===== src/rtl/mem_access_unit.sv =====
// MEM-stage load/store unit: big-endian byte/half/word accesses over a 32-bit word port, RMW for sub-word stores.
// Optional macro MAU_BUS_ERR_EN adds o_bus_err for out-of-range addresses; without it addresses wrap modulo MEM_BYTES.
module mem_access_unit #(
    parameter int MEM_BYTES = 256
) (
    input  logic        i_clk,
    input  logic        i_rst,
    input  logic        i_req,
    input  logic        i_we,
    input  logic [1:0]  i_size,
    input  logic        i_unsigned,
    input  logic [31:0] i_addr,
    input  logic [31:0] i_wdata,
    output logic        o_stall,
    output logic        o_done,
    output logic        o_rvalid,
    output logic [31:0] o_rdata,
    output logic        o_misalign,
    output logic        o_MemRead,
    output logic        o_MemWrite,
    output logic [31:0] o_mem_addr,
    output logic [31:0] o_mem_wdata,
`ifdef MAU_BUS_ERR_EN
    output logic        o_bus_err,
`endif
    input  logic [31:0] i_mem_rdata
);

    typedef enum logic [2:0] {IDLE, LOAD, WR, RMW_RD, RMW_WR, DONE} state_t;

    state_t      state, state_next;
    logic        load_q;
    logic [31:0] merge_q;
    logic [31:0] addr_eff;
    logic        out_of_range;
    logic        is_byte, is_half, misaligned;
    logic        stall, done, rvalid, misalign, bus_err, mem_read, mem_write;
    logic [31:0] mem_addr, mem_wdata;

    // Pick the addressed byte/half (byte 0 is the MSB lane) and extend it.
    function automatic logic [31:0] load_extract(input logic [31:0] w, input logic [1:0] off,
                                                 input logic [1:0] size, input logic uns);
        logic [7:0]  b;
        logic [15:0] h;
        case (off)
            2'd0:    b = w[31:24];
            2'd1:    b = w[23:16];
            2'd2:    b = w[15:8];
            default: b = w[7:0];
        endcase
        h = off[1] ? w[15:0] : w[31:16];
        case (size)
            2'b00:   load_extract = uns ? {24'b0, b} : {{24{b[7]}}, b};
            2'b01:   load_extract = uns ? {16'b0, h} : {{16{h[15]}}, h};
            default: load_extract = w;
        endcase
    endfunction

    function automatic logic [31:0] store_merge(input logic [31:0] w, input logic [1:0] off,
                                                input logic [1:0] size, input logic [31:0] wd);
        logic [31:0] r;
        r = w;
        if (size == 2'b00) begin
            case (off)
                2'd0:    r[31:24] = wd[7:0];
                2'd1:    r[23:16] = wd[7:0];
                2'd2:    r[15:8]  = wd[7:0];
                default: r[7:0]   = wd[7:0];
            endcase
        end else if (size == 2'b01) begin
            if (off[1]) r[15:0]  = wd[15:0];
            else        r[31:16] = wd[15:0];
        end else begin
            r = wd;
        end
        store_merge = r;
    endfunction

`ifdef MAU_BUS_ERR_EN
    assign addr_eff     = i_addr;
    assign out_of_range = (i_addr >= 32'(MEM_BYTES));
`else
    assign addr_eff     = i_addr & 32'(MEM_BYTES - 1);
    assign out_of_range = 1'b0;
`endif

    assign is_byte    = (i_size == 2'b00);
    assign is_half    = (i_size == 2'b01);
    assign misaligned = (is_half && i_addr[0]) || (!is_byte && !is_half && (i_addr[1:0] != 2'b00));

    always_comb begin
        state_next = state;
        stall      = 1'b0;
        done       = 1'b0;
        rvalid     = 1'b0;
        misalign   = 1'b0;
        bus_err    = 1'b0;
        mem_read   = 1'b0;
        mem_write  = 1'b0;
        mem_addr   = 32'd0;
        mem_wdata  = 32'd0;
        case (state)
            IDLE: begin
                if (i_req) begin
                    if (misaligned) begin
                        misalign = 1'b1;
                    end else if (out_of_range) begin
                        bus_err = 1'b1;
                    end else begin
                        stall = 1'b1;
                        if (!i_we)                  state_next = LOAD;
                        else if (is_byte || is_half) state_next = RMW_RD;
                        else                        state_next = WR;
                    end
                end
            end
            LOAD: begin
                stall      = 1'b1;
                mem_read   = 1'b1;
                mem_addr   = {addr_eff[31:2], 2'b00};
                state_next = DONE;
            end
            WR: begin
                stall      = 1'b1;
                mem_write  = 1'b1;
                mem_addr   = {addr_eff[31:2], 2'b00};
                mem_wdata  = i_wdata;
                state_next = DONE;
            end
            RMW_RD: begin
                stall      = 1'b1;
                mem_read   = 1'b1;
                mem_addr   = {addr_eff[31:2], 2'b00};
                state_next = RMW_WR;
            end
            RMW_WR: begin
                stall      = 1'b1;
                mem_write  = 1'b1;
                mem_addr   = {addr_eff[31:2], 2'b00};
                mem_wdata  = merge_q;
                state_next = DONE;
            end
            DONE: begin
                done       = 1'b1;
                rvalid     = load_q;
                state_next = IDLE;
            end
            default: state_next = IDLE;
        endcase
    end

    // Every output is forced low during reset so a reset cycle never touches memory.
    assign o_stall     = stall     & ~i_rst;
    assign o_done      = done      & ~i_rst;
    assign o_rvalid    = rvalid    & ~i_rst;
    assign o_misalign  = misalign  & ~i_rst;
    assign o_MemRead   = mem_read  & ~i_rst;
    assign o_MemWrite  = mem_write & ~i_rst;
    assign o_mem_addr  = i_rst ? 32'd0 : mem_addr;
    assign o_mem_wdata = i_rst ? 32'd0 : mem_wdata;
`ifdef MAU_BUS_ERR_EN
    assign o_bus_err   = bus_err & ~i_rst;
`else
    logic unused_bus_err;
    assign unused_bus_err = bus_err;
`endif

    always_ff @(posedge i_clk) begin
        if (i_rst) begin
            state   <= IDLE;
            load_q  <= 1'b0;
            o_rdata <= 32'd0;
            merge_q <= 32'd0;
        end else begin
            state <= state_next;
            if (state == IDLE && i_req)
                load_q <= ~i_we;
            if (state == LOAD)
                o_rdata <= load_extract(i_mem_rdata, addr_eff[1:0], i_size, i_unsigned);
            if (state == RMW_RD)
                merge_q <= store_merge(i_mem_rdata, addr_eff[1:0], i_size, i_wdata);
        end
    end

endmodule


===== config.mk =====
export PLATFORM = sky130hd
export DESIGN_NAME = mem_access_unit
export DESIGN_NICKNAME = d
export VERILOG_FILES = /design/src/rtl/mem_access_unit.sv
export SDC_FILE = /design/constraint.sdc
export NUM_CORES = 1
export LEC_CHECK = 0
export ABC_CLOCK_PERIOD_IN_PS = 1910
export CAP_MARGIN = 15
export CORE_ASPECT_RATIO = 2
export CORE_MARGIN = 5
export CORE_UTILIZATION = 43
export CTS_CLUSTER_DIAMETER = 60
export DETAILED_ROUTE_END_ITERATION = 6
export HOLD_SLACK_MARGIN = 0.08
export MAX_ROUTING_LAYER = met4
export PLACE_DENSITY = 0.82
export SLEW_MARGIN = 20
export SYNTH_ARGS = -nofsm -noshare
export SYNTH_HDL_FRONTEND = slang
export SYNTH_SLANG_ARGS = --single-unit

===== constraint.sdc =====
create_clock -name i_clk -period 1.91 [get_ports i_clk]
set_input_delay 0.382 -clock i_clk [delete_from_list [all_inputs] [get_ports i_clk]]
set_output_delay 0.382 -clock i_clk [all_outputs]
set_load 0.005 [all_outputs]

==> flow_metrics.tcl <==
set metrics [dict create \
    status "finished, violations left" \
    violations "DRC, setup timing" \
    ys.flop_type "dfxtp_1" \
    htreeDepth 3 \
    cts_root_buffer "clkbuf_16" \
    io_buffers 154 \
    ant_nets 0 \
    grt-ovfl-total 0 \
    path_max_fanout 6 \
    min_period_ns 2.15 \
    drc 1 \
    clkSinkCount 68 \
    post_drt_wl_per_cell_microns 21.3 \
    final_util 0.699 \
    slew_violations 0 \
    drt-total-wl_mm 20.0 \
    final_nets 900 \
    worst_path_most_repeated_cell "buf_6" \
    yosysTopAreaCell "dfxtp_1" \
    drt_iter0_markers 424 \
    hp-class "in2reg" \
    dieArea_sq_mm 0.0128 \
    cts_tree "done" \
    antenna_found_initial 0 \
    critPathKind "reg2out" \
    ios 205 \
    hold_ws_ns 0.442 \
    fmax_ghz 0.465 \
    p_per_area_mw_per_mm2 692 \
    ys_seq_area_frac 0.300 \
    syn-instance-count 585 \
    fp-row-count 53 \
    layout-drive-gt1-share 0.304 \
    vias 5683 \
    clock_path_buffers 2 \
    cpMaxStageDelayCell "dfxtp_2" \
    finalHoldViolations 0 \
    synth_top_area_frac 0.300 \
    fin_skew_ns 0.00547 \
    yosys-top-cells-area "dfxtp_1 30%, a211oi_1 8.4%, mux2_2 7.4%" \
    insertion_delay_ns 0.33 \
    grt_pass1_vias 5783 \
    tightest_slew_ns 0.740 \
    slew_headroom 0.505 \
    cp.arrival_ns 1.77 \
    holdPathEnd "state[2]" \
    netlist_area_sq_mm 0.00454 \
    setup_ws_ns -0.239 \
    clkTransAtPathRegs_ns 0.06 \
    maxCapViolCount 0 \
    syn2layout_area_growth_pct 60.2 \
    initial_core_util 0.436 \
    post-route-period-util 1.13 \
    core_area_sq_mm 0.0104 \
    rr_worst_depth 6 \
    finalSetupViolations 40 \
    nFillCells 831 \
    synth_cell_types 43 \
    antennaDiodeCount 0 \
    regToRegEndpoint "o_rdata[7]" \
    rsz0062_at_grt "yes" \
    critPathMaxStageDelay_ns 0.34 \
    track_usage 0.310 \
    cp_cell_sequence "buf_6, nor3b_4, buf_6, buf_12, buf_8, a22oi_2, nor2_1, buf_2" \
    cp_data_required_time_ns 1.53 \
    gp_congestion 0.927 \
    die_w_microns 82.7 \
    grt_max_degree 53 \
    synthArstFlopShare 0 \
    syn_avg_cell_area_sq_um 7.76 \
    pre_cts_ws_ns -0.687 \
    cts_buffers 9 \
    ys_warn_count 0 \
    dr.pass1.iters 7 \
    crit_path_end_kind "primary output" \
    cts_hold_buf 0 \
    hpwl_mm 14.2 \
    rrSetupSlack_ns 0.22 \
    irDropWorstVdd_mv 0.509 \
    vias_per_cell 6.05 \
    synth_edf_count 0 \
    tns_ns -6.03 \
    grt_pass1_wl_mm 29.4 \
    min_from "i_rst" \
    die_y_microns 155 \
    min_path_cells 3 \
    r2r_start "state[0]" \
    leakage_uw 0.00288 \
    start_kind "flip-flop" \
    ys_ff_latch 68 \
]
cells by family (layout without fill, tap and decap cells):
family | count (synthesis) | after routing | synth area share
AOI/OAI and AO/OA | 188 | 188 | 0.291
muxes | 42 | 42 | 0.104
buffers and inverters | 91 | 283 | 0.105
xor gates and xnor gates | 1 | 1 | 0.00193
other | 1 | 26 | 0.000826
DFF | 68 | 68 | 0.300
and+or+nand+nor | 194 | 194 | 0.198
critical path: cells and delay by family, from the launching register on:
kind | cells | cell delay [ns]
flops | 1 | 0.34
simple gates | 2 | 0.34
buf+inv | 5 | 0.69
compound gates | 1 | 0.06
timing repair:
action / CTS / global route
gates cloned: 2 / 2
resized for setup: 209 / 20
endpoints found under the setup margin: 95 / 64
pin swaps: 39 / 42
setup buffers: 15 / 11
worst max-delay path by stage:
stage,slack (ns),endpoint,from,cells after the start
after floorplan,0.07,o_stall,i_addr[0],6
after global placement,-0.67,o_stall,i_size[0],6
after global routing,-0.28,o_mem_wdata[4],state[1],8
after detailed placement,-0.69,o_stall,i_size[0],6
final,-0.24,o_mem_wdata[2],state[1],8
after CTS,-0.22,o_mem_wdata[2],state[1],8
state kept, by name (all words and copies together), names as in the netlist:
| register | count |
|---|---|
| merge_q | 32 |
| o_rdata | 32 |
| load_q | 1 |
| state | 3 |
cell usage after synthesis (2+ instances only):
master	n
nor3_1	7
buf_4	27
and3_1	3
nor2b_1	4
nand3_1	2
a211oi_1	51
a22oi_1	41
buf_1	5
or3b_2	4
or2_2	3
a222oi_1	6
and2_1	8
a32oi_1	4
dfxtp_1	68
mux2_2	30
o21ai_0	16
o211ai_1	14
nand2_1	46
nor2_2	2
o21bai_1	3
mux2i_1	11
a221oi_1	9
a21oi_1	37
nand2b_1	17
nor2_1	87
buf_2	22
or3b_1	4
nor4_1	4
clkbuf_1	29
a21o_1	2
inv_1	7
through the flow:
stage,instances,cell area [sq um],power (uW)
CTS,927,7090,4940
global placement,896,6580,3040
detailed placement,896,6580,3090
finish,939,7280,5030
floorplan,610,4640,2300
global route,939,7280,5230
final cells by class:
class,count,area (sq um),share of cell area
Multi-Input combinational cell,451,3010,0.413
Timing Repair Buffer,260,2390,0.329
Sequential cell,68,1370,0.188
Clock buffer,10,239,0.0328
Tap cell,137,171,0.0236
Clock inverter,6,71.3,0.00980
Inverter,7,26.3,0.00361
cells in the final DEF (no fill, tap or decap), types with 16 or more instances in the layout:
cell / Yosys / layout
dfxtp_1: 68 / 65
mux2_2: 30 / 30
o21ai_0: 16 / 16
buf_6: 1 / 17
a22oi_2: 0 / 22
a21oi_1: 37 / 37
nor2_1: 87 / 85
buf_2: 22 / 37
clkdlybuf4s50_1: 0 / 105
a211oi_1: 51 / 49
nand2b_1: 17 / 17
buf_4: 27 / 77
nand2_1: 46 / 46
a22oi_1: 41 / 19
conb_1: 1 / 26
routing by layer:
layer,part of all wire,wire length [microns],global-route usage
met5,0,0,-
met1,0.31,6250,0.298
met2,0.52,10400,0.531
met3,0.081,1610,0.0510
met4,0.088,1750,0.235
report_power, final:
| group | switching [uW] | internal, uW | total (uW) |
|---|---|---|---|
| registers | 83.2 | 1540 | 1630 |
| clock network | 665 | 1060 | 1720 |
| logic | 785 | 901 | 1690 |
| total | 1530 | 3500 | 5030 |
Note: power is estimated with default switching activity, not from simulation.
